**config.mk**
```make
export PLATFORM = sky130hd
export DESIGN_NAME = kernel_a_vout_packer
export DESIGN_NICKNAME = d
export VERILOG_FILES = /design/src/rtl/kernel_a_vout_packer.sv
export SDC_FILE = /design/constraint.sdc
export NUM_CORES = 1
export LEC_CHECK = 0
export BUFFER_PORTS_ARGS = -buffer_cell sky130_fd_sc_hd__buf_2
export CORE_UTILIZATION = 50
export DETAILED_ROUTE_END_ITERATION = 8
export GPL_ROUTABILITY_DRIVEN = 0
export HOLD_SLACK_MARGIN = 0.15
export PLACE_DENSITY = 0.74
export SETUP_SLACK_MARGIN = 0.4
export SYNTH_ARGS = -nofsm -noshare
export SYNTH_HDL_FRONTEND = slang
export SYNTH_SLANG_ARGS = --single-unit
```
**constraint.sdc**
```tcl
create_clock -name clk -period 17.8 [get_ports clk]
set_input_delay 4.45 -clock clk [delete_from_list [all_inputs] [get_ports clk]]
set_output_delay 4.45 -clock clk [all_outputs]
set_load 0.005 [all_outputs]
```
**src/rtl/kernel_a_vout_packer.sv**
```systemverilog
// Packs PACK consecutive STREAMW-bit stream elements into one wide word,
// buffers finished words in a 2-entry FIFO and flags completion of an NELEMS run.
module kernel_a_vout_packer #(
   parameter int STREAMW = 32,
   parameter int PACK    = 4,
   parameter int NELEMS  = 1024
) (
   input  logic                      clk,
   input  logic                      rst,
   input  logic                      ivalid,
   output logic                      iready,
   input  logic [STREAMW-1:0]        in_s0,
   output logic                      ovalid,
   input  logic                      oready,
   output logic [PACK*STREAMW-1:0]   out_s0,
   output logic                      done
);

   localparam int LW = $clog2(PACK);
   localparam int EW = $clog2(NELEMS + 1);
   localparam int WW = PACK * STREAMW;
   localparam logic [LW-1:0] LAST_LANE = LW'(PACK - 1);
   localparam logic [EW-1:0] LAST_ECNT = EW'(NELEMS - 1);

   generate
      if (PACK < 2 || PACK > 16) begin : g_bad_pack
         $error("kernel_a_vout_packer: PACK must be in 2..16");
      end
      if (NELEMS % PACK != 0) begin : g_bad_nelems
         $error("kernel_a_vout_packer: NELEMS must be a multiple of PACK");
      end
   endgenerate

   typedef enum logic [1:0] {S_FILL, S_DRAIN, S_DONE} state_t;

   state_t          state_reg;
   logic [LW-1:0]   lane_reg;
   logic [EW-1:0]   ecnt_reg;
   logic [WW-1:0]   asm_reg;
   logic [WW-1:0]   fifo_mem [2];
   logic            wr_ptr_reg;
   logic            rd_ptr_reg;
   logic [1:0]      count_reg;

   logic            last_lane;
   logic            accept;
   logic            push;
   logic            pop;
   logic [WW-1:0]   word_next;

   assign last_lane = (lane_reg == LAST_LANE);
   // rst gates iready so the upstream sees "not ready" for the whole reset pulse.
   assign iready    = !rst && (state_reg == S_FILL) && (!last_lane || (count_reg < 2'd2));
   assign accept    = ivalid && iready;
   assign push      = accept && last_lane;
   assign ovalid    = (count_reg != 2'd0);
   assign pop       = ovalid && oready;
   assign out_s0    = fifo_mem[rd_ptr_reg];
   assign done      = (state_reg == S_DONE);

   // The element lands in its lane combinationally so a completing word can be
   // pushed in the same edge that accepts its final element.
   always_comb begin
      word_next = asm_reg;
      word_next[lane_reg*STREAMW +: STREAMW] = in_s0;
   end

   always_ff @(posedge clk or posedge rst) begin
      if (rst) begin
         state_reg   <= S_FILL;
         lane_reg    <= '0;
         ecnt_reg    <= '0;
         asm_reg     <= '0;
         fifo_mem[0] <= '0;
         fifo_mem[1] <= '0;
         wr_ptr_reg  <= 1'b0;
         rd_ptr_reg  <= 1'b0;
         count_reg   <= 2'd0;
      end else begin
         if (accept) begin
            asm_reg  <= word_next;
            lane_reg <= last_lane ? '0 : lane_reg + LW'(1);
            ecnt_reg <= ecnt_reg + EW'(1);
         end

         if (push) begin
            fifo_mem[wr_ptr_reg] <= word_next;
            wr_ptr_reg           <= ~wr_ptr_reg;
         end

         if (pop) begin
            rd_ptr_reg <= ~rd_ptr_reg;
         end

         case ({push, pop})
            2'b10:   count_reg <= count_reg + 2'd1;
            2'b01:   count_reg <= count_reg - 2'd1;
            default: count_reg <= count_reg;
         endcase

         case (state_reg)
            S_FILL: begin
               if (accept && (ecnt_reg == LAST_ECNT)) begin
                  state_reg <= S_DRAIN;
               end
            end
            S_DRAIN: begin
               if (count_reg == 2'd0) begin
                  state_reg <= S_DONE;
               end
            end
            default: state_reg <= S_DONE;
         endcase
      end
   end

endmodule

```
# After elaboration in Yosys (flattened, before gate mapping)
# Cells that the tools add are included.
word_totals:
  in_bits: 36
  reg_bits: 403
op_classes:
  n_bitwise: 4
  magnitude_cmp: 4
  n_addsub: 5
  n_reduce_logical: 15
  n_shift: 2
  n_eq_ne: 8
  muxes: 12
ops:
  columns: ["operator", "count"]
  rows:
  - ["128-bit two-way mux", 4]
  - ["256-bit bitwise mux", 1]
  - ["128-bit bitwise mux", 1]
  - ["128-bit demux with 1-bit select", 1]
  - ["32-bit by 34-bit variable shift with 128-bit output, first input constant", 1]
  - ["32-bit by 34-bit variable part select with 128-bit output", 1]
  - ["7-bit negation with 34-bit output", 1]
  - ["11-bit by 1-bit adder with 11-bit output, second input constant", 1]
  - ["11-bit by 10-bit == test with 1-bit output, second input constant", 1]
  - ["2-bit one-hot mux with 2 select lines", 2]
  - ["1-bit logical AND", 7]
  - ["2-bit == test, second input constant", 3]
  - ["2-bit two-way mux", 3]
  - ["2-bit by 1-bit adder with 2-bit output, second input constant", 2]
  - ["2-bit by 1-bit == test with 1-bit output, second input constant", 2]
  - ["2-bit greater-or-equal comparator, second input constant", 2]
  - ["2-bit zero test", 2]
  - ["1-bit NOT with 2-bit output", 2]
  - ["2-bit nonzero test", 2]
  - ["1-bit zero test", 2]
  - ["2-bit by 1-bit less-than comparator with 1-bit output, second input constant", 1]
  - ["2-bit less-than comparator, second input constant", 1]
  - ["2-bit by 1-bit != test with 1-bit output, second input constant", 1]
  - ["2-bit != test, second input constant", 1]
  - ["other kinds (4)", 5]

# Longest topological paths before layout
# Gate-level depths: netlist of the first run.
logic_depth:
  word_depth: 8
  ltp_mapped: 9
  mapped_depth_nobuf: 7

# Least setup slack after synthesis of the first run
# No wires, ideal clock.
synth_timing:
  kind: "input port to output port"
  from: "in rst"
  to: "out iready"
  path_stages: 1
  t_arrival_ps: 4719
  required_ps: 13350
  n_path_buf: 0
  path_slack_ps: 8631
  path_cell_list: "nor4_1"
synth_between:
  elab_chain_cells: 3
synth_rtl:
  columns: ["element", "line", "source"]
  rows:
  - ["start, declared", "9", "input logic rst,"]
  - ["1-bit zero test (no source line)", null, null]
  - ["1-bit logical AND (2 in a row)", "53", "assign iready = !rst && (state_reg == S_FILL) && (!last_lane || (count_reg < 2'd2));"]
  - ["end, declared", "11", "output logic iready,"]
# No other way between the ends.

# Final worst setup path of the first run
# Ends and elaborated chain as after synthesis.

==> key figures, run 1 <==
Placed design
  – Post-Place Cells: 2035
  – I/O Buffers: about 170
  – Dpl ws: 8330 ps
  – Placed wire-length estimate: about 28000 um

Synth
  – Mapped Area: 18300 sq um
  – Syn Area/Cell: 11.9 sq um
  – Main area contributors after synthesis: dfrtp_1 55%, mux2_2 12%, a22o_1 9.2%
  – Synth Register Bits: 403
  – Post-synth EDFFs: 0
  – Synth area leader: dfrtp_1
  – Post-synth top flop: dfrtp_1
  – Syn Inst Count: 1539
  – Warnings from Yosys: 0
  – Synth cell count leaders: 403 x dfrtp_1, 192 x a22o_1, 189 x mux2_2
  – Post-synth top area share: between 50% and 60%
  – Post-synth cell types: 40
  – Count leader, synth: dfrtp_1
  – Asr flop ratio synth: 100%
  – Seq/Total Area, Yosys: 55.2%
  – Mapped Nets: 1582

STA
  – PnR worst setup slack: 8310 ps
  – Final setup violation count: 0
  – Final hold violations: 0
  – Post-route clock period utilization: 53.3%
  – RSZ-0062 raised after global routing: false
  – Clk_skew: 11.9 ps
  – Min Tclk post-route: 9490 ps
  – Setup TNS: 0 ps
  – Fmax: ~0.11 GHz
  – Final Max Tran Viols: 0
  – Worst-margin pin slew: 1050 ps
  – Normalized max-slew margin: 29.9%

Clock tree
  – # hold bufs at CTS: 0
  – Post-CTS Setup Bufs: 0
  – Clock sinks: 403
  – Max H-tree Level: 2
  – Worst skew pair latency: approximately 530 ps
  – Clock tree from TritonCTS: built
  – Worst-path clk slew: around 60 ps
  – Root Driver: clkbuf_16
  – Cts bufs inserted: 42
  – Max Buffers Root-to-Sink: 3
  – Post-cts sizing count: 0

Routing
  – WL/cell: about 21 um
  – DR vias: around 12000
  – First-pass iteration count of the detailed router: 9
  – Vias per inst: between 5 and 6
  – DRT Wirelength: 44900 um
  – DRT iter0 DRCs: 937
  – Residual DRC: 18
  – Antenna Nets Post-Route: 0

Worst setup path
  – Register-to-Register Path Depth: 5
  – CP Launch Point: rst
  – Endpoint class of the critical path: output pin
  – Critical R2R Launch: state_reg[1]$_DFFE_PP0P_
  – Top delay family on crit path: buffers and inverters
  – Worst path arrival time: just over 5000 ps
  – Critical Path Fanout Max: 5
  – Worst setup SP type: primary input
  – FF-to-FF setup slack: 14490 ps
  – Worst path max stage delay: 270 ps
  – WP buf/inv: 2
  – CP cell instances: buf_2, nor4_1, buf_2
  – R2R Path End: fifo_mem[142]$_DFFE_PP0P_
  – Slowest CP cell: nor4_1
  – Most numerous cell on the critical path: buf_2
  – WP data required: 13350 ps
  – Crit Path Class: in -> out

Floorplan
  – Die height: 193 um
  – Starting density of the core: 51.1%
  – Die ar.: roughly 37000 sq um
  – Width of the die: 193 um
  – Number of core rows: 69
  – I/O pin cnt: 167
  – Core Area: ~36000 sq um

Global route
  – Largest net degree at the start of global routing: 100
  – First-pass GRT wire length: 71300 um
  – Initial antenna violation count: 1
  – Total GRT Usage: about a quarter
  – Grt ovf: 0
  – Vias in the first global route: 12354

Power and ir drop
  – Comb pwr share: 31.0%
  – Sw Ratio: 32.3%
  – Reg power frac: 40.6%
  – P_leak: 10.1 nW
  – Maximum VDD drop: around 0.076 mV
  – Power Internal: 2.29 mW
  – NetSw: approximately 1.1 mW
  – Clock Power Share: 28.4%
  – Power Density: between 150 and 200 nW/um^2

Worst hold path
  – Worst hold path endpoint: ecnt_reg[4]$_DFFE_PP0P_
  – Hold Path Origin: ecnt_reg[4]$_DFFE_PP0P_
  – Worst Hold Depth: 1
  – Worst Hold Class: reg -> reg

Finish
  – Finished Layout Cells: 2112
  – Nets: 1661
  – Max reg flops: 256
  – Sequential Area: 10100 sq um
  – Multi-input logic area: 7210 sq um
  – Layout fillers: 2995
  – Fraction of layout cells with a size suffix above 1: between 20 and 30%
  – Synth-to-layout area growth: 13.5%

Run status
  – Status: finished with violations
  – Failing checks: design-rule violations

Job
  – Max Cap Violations: 0
==> per-stage QoR <==
step | instance area, sq um | power, mW | util (%) | hold WS [ps]
after floorplan | 18300 | 2.07 | - | 442
after global placement | 19200 | 2.40 | 53.7 | 457
after detailed placement | 19200 | 2.45 | 53.7 | 459
after CTS | 20700 | 3.42 | 58.0 | 469
after global routing | 20700 | 3.59 | 58.0 | 476
final | 20700 | 3.39 | 58.0 | 466
==> cells in the final DEF, fill, tap and decap left out, drive strengths merged, types with 65 or more instances in the layout <==
cell type and count:
dfrtp 403, buf 195, a22o 192, inv 70, nor2b 65, mux2 194, nand2 68, o21ai 128
==> layout make-up <==
type | count | area share (%)
antenna | 1 | 0.0121
tap | 461 | 2.78
clock inverter | 15 | 1.26
clock buffer | 61 | 6.16
inverter | 70 | 1.30
multi-input combinational | 906 | 34.8
sequential | 403 | 48.7
timing repair buffer | 195 | 5.06
==> power by group through the flow <==
stage          Combinational (mW)  Clock, mW  Sequential, mW
5_1_grt                      1.16       1.01            1.41
2_1_floorplan               0.746          0            1.33
3_5_place_dp                 1.06          0            1.39
4_1_cts                      1.06      0.978            1.38
6_report                     1.05      0.960            1.38
3_3_place_gp                 1.03          0            1.37
==> worst max path at each step <==
stage	cells past startpoint	endpoint	slack, ps
global placement	3	iready	8370
floorplan	1	asm_reg[0]$_DFFE_PP0P_	2140
global route	3	iready	8300
CTS	3	iready	8330
finish	3	iready	8310
detailed placement	3	iready	8330
==> layer usage <==
metal	global-route usage, %	share of wire, %
met1	34.9	44
met2	38.5	48
met3	3.93	5.7
met4	7.39	2.6
met5	0	0
==> worst reg2reg max path, cell delays in order, from the launching register on <==
cell	delay, ps
dfrtp_1	450
or4b_4	830
nor4_4	270
buf_4	440
buf_4	710
mux2_2	480
==> logic make-up (layout without fill, tap and decap cells) <==
group,count (synthesis),after routing,synth area share [%]
AOI/OAI and AO/OA,452,452,17.3
DFF,403,403,55.2
muxes,258,258,15.5
buffers and inverters,230,341,5.68
and+or+nand+nor,174,174,5.20
xor gates and xnor gates,15,15,0.719
adders and majority gates,7,7,0.479
other,0,1,0
Note: power is estimated with default switching activity, not from simulation.
==> inputs of run 2 (changes only) <==
--- a/config.mk
+++ b/config.mk
@@ -10,7 +10,7 @@
 export DETAILED_ROUTE_END_ITERATION = 8
 export GPL_ROUTABILITY_DRIVEN = 0
 export HOLD_SLACK_MARGIN = 0.15
-export PLACE_DENSITY = 0.74
+export PLACE_DENSITY = 0.77
 export SETUP_SLACK_MARGIN = 0.4
 export SYNTH_ARGS = -nofsm -noshare
 export SYNTH_HDL_FRONTEND = slang
==> constraint.sdc (replaced) <==
create_clock -name clk -period 8.34 [get_ports clk]
set_input_delay 2.085 -clock clk [delete_from_list [all_inputs] [get_ports clk]]
set_output_delay 2.085 -clock clk [all_outputs]
set_load 0.005 [all_outputs]
==> key figures, run 2 (same netlist as run 1, synthesis figures left out) <==
STA
  – Fmax: between 0.2 and 0.25 GHz
  – Min Tclk post-route: 4730 ps
  – Post-route clock period utilization: 56.7%
  – Final Max Tran Viols: 0 (unchanged)
  – Final hold violations: 0 (unchanged)
  – Clk_skew: 16.3 ps (+4.43 ps)
  – Worst-margin pin slew: 1210 ps (+156 ps)
  – Normalized max-slew margin: 19.5% (-10 points)
  – Setup TNS: 0 ps (unchanged)
  – Final setup violation count: 0 (unchanged)
  – RSZ-0062 raised after global routing: false

Finish
  – Nets: 1656 (-0.30%)
  – Layout fillers: 3001 (+0.20%)
  – Fin area: 20500 sq um (-1.0%)
  – Commonest non-fill, non-tap cell in the layout: dfrtp_1
  – Fraction of layout cells with a size suffix above 1: 27.4% (-0.59 points)
  – Max reg flops: 256 (unchanged)
  – Synth-to-layout area growth: 12.3%
  – Commonest non-fill, non-tap cells in the layout: 402 x dfrtp_1, 192 x a22o_1, 189 x mux2_2

Clock tree
  – Root Driver: clkbuf_16
  – Clock sinks: 403 (unchanged)
  – Max Buffers Root-to-Sink: 3 (unchanged)
  – Post-CTS Setup Bufs: 0 (unchanged)
  – Clock tree from TritonCTS: built
  – Post-cts sizing count: 0 (unchanged)
  – # hold bufs at CTS: 0 (unchanged)
  – Worst skew pair latency: 540 ps (about the same)
  – Worst-path clk slew: 60 ps (about the same)
  – Max H-tree Level: 2 (unchanged)
  – Cts bufs inserted: 42 (unchanged)

Worst setup path
  – CP Launch Point: rd_ptr_reg$_DFFE_PP0P_
  – Critical Path Fanout Max: 108 (+103)
  – Critical R2R Launch: state_reg[1]$_DFFE_PP0P_
  – Worst path arrival time: 2650 ps (-2390 ps)
  – Worst setup SP type: register
  – Crit Path Class: reg -> out
  – WP data required: 6260 ps (-7090 ps)
  – Endpoint class of the critical path: output pin

Placed design
  – Placed Area: 19200 sq um (about the same)
  – Placed wire-length estimate: 26900 um (-2.5%)
  – I/O Buffers: 166 (unchanged)

Floorplan
  – Number of core rows: 69 (unchanged)
  – I/O pin cnt: 167 (unchanged)
  – Width of the die: 193 um (unchanged)
  – Die ar.: 37300 sq um (unchanged)
  – Core Area: 35700 sq um (unchanged)
  – Die height: 193 um (unchanged)
  – Starting density of the core: 51.1% (unchanged)

Global route
  – Total GRT Usage: 24.3% (-0.14 points)
  – Vias in the first global route: 12581 (+1.8%)
  – Largest net degree at the start of global routing: 198 (+98%)
  – First-pass GRT wire length: 71200 um (-0.14%)
  – Initial antenna violation count: 2 (+1)
  – Grt ovf: 0 (unchanged)

Power and ir drop
  – Power Density: 342 nW/um^2 (+110%)
  – P_leak: 9.95 nW (-1.1%)
  – Maximum VDD drop: 0.215 mV (+180%)

Worst hold path
  – Hold Path Origin: ecnt_reg[10]$_DFFE_PP0P_
  – Worst Hold Class: reg -> reg

Routing
  – Antenna Nets Post-Route: 0 (unchanged)
  – DRT iter0 DRCs: 1024 (+9.3%)
  – DRT Wirelength: 44700 um (-0.54%)
  – First-pass iteration count of the detailed router: 9 (unchanged)
  – DR vias: 12462 (+0.34%)
  – WL/cell: 21.3 um (about the same)
  – Residual DRC: 5 (-13)
  – Vias per inst: 5.93 (+0.91%)

Run status
  – Status: finished with violations
  – Failing checks: design-rule violations

Job
  – Max Cap Violations: 0 (unchanged)
==> run 2: cell count changes in the layout (fill, tap and decap cells not counted) <==
cell	delta
buf_4	-8
bufinv_16	-5
buf_12	+3
clkbuf_16	-3
clkbuf_1	+1
clkinv_8	+1
clkinvlp_4	-1
inv_6	+1
inv_8	-1
==> run 2: worst paths after layout <==
kind	end	slack (ps)	cells past startpoint
max	out_s0[86]	3610	3
min	ecnt_reg[10]$_DFFE_PP0P_	480	1
min in group asynchronous	state_reg[0]$_DFFE_PP0P_	1600	2
max in group asynchronous	fifo_mem[108]$_DFFE_PP0P_	5370	3
max reg2reg	fifo_mem[143]$_DFFE_PP0P_	4930	4
min reg2reg	ecnt_reg[10]$_DFFE_PP0P_	480	1
==> run 2: per-layer routing <==
| layer | vias to the layer above | part of all wire, % | track usage [%] |
|---|---|---|---|
| met4 | 2 | 2.4 | 6.49 |
| met5 | - | 0.018 | 0 |
| li1 | 5629 | - | - |
| met2 | 337 | 49 | 39.8 |
| met3 | 64 | 5.2 | 3.62 |
| met1 | 6430 | 44 | 34.0 |
==> run 2: stage by stage <==
stage / worst slack, ps / hold slack (ps) / power, mW / util, % / cells
2_1_floorplan: 827 / 442 / 4.42 / - / 1539
3_3_place_gp: 3300 / 455 / 5.11 / 53.7 / 2030
3_5_place_dp: 3240 / 469 / 5.22 / 53.7 / 2030
4_1_cts: 3630 / 480 / 7.06 / 57.4 / 2099
5_1_grt: 3510 / 486 / 7.42 / 57.4 / 2100
6_report: 3610 / 478 / 7.01 / 57.4 / 2100
==> run 2: layout make-up <==
class                           count  area [sq um]  share of cell area [%]
Sequential cell                   403         10100                    49.2
Multi-Input combinational cell    906          7210                    35.1
Clock buffer                       59          1200                    5.87
Timing Repair Buffer              190          1050                    5.11
Tap cell                          461           577                    2.81
Inverter                           70           267                    1.30
Clock inverter                     10           121                   0.592
Antenna cell                        1          2.50                  0.0122
==> run 2: critical path, stage by stage (launching register included) <==
cell and delay [ps]:
dfrtp_4 610, buf_4 800, o21ai_0 400, buf_2 240
==> run 2: report_power, final <==
group | internal (mW) | total [mW] | switching, mW
clock network | 1.07 | 1.82 | 0.756
registers | 2.59 | 2.91 | 0.320
logic | 1.02 | 2.28 | 1.25
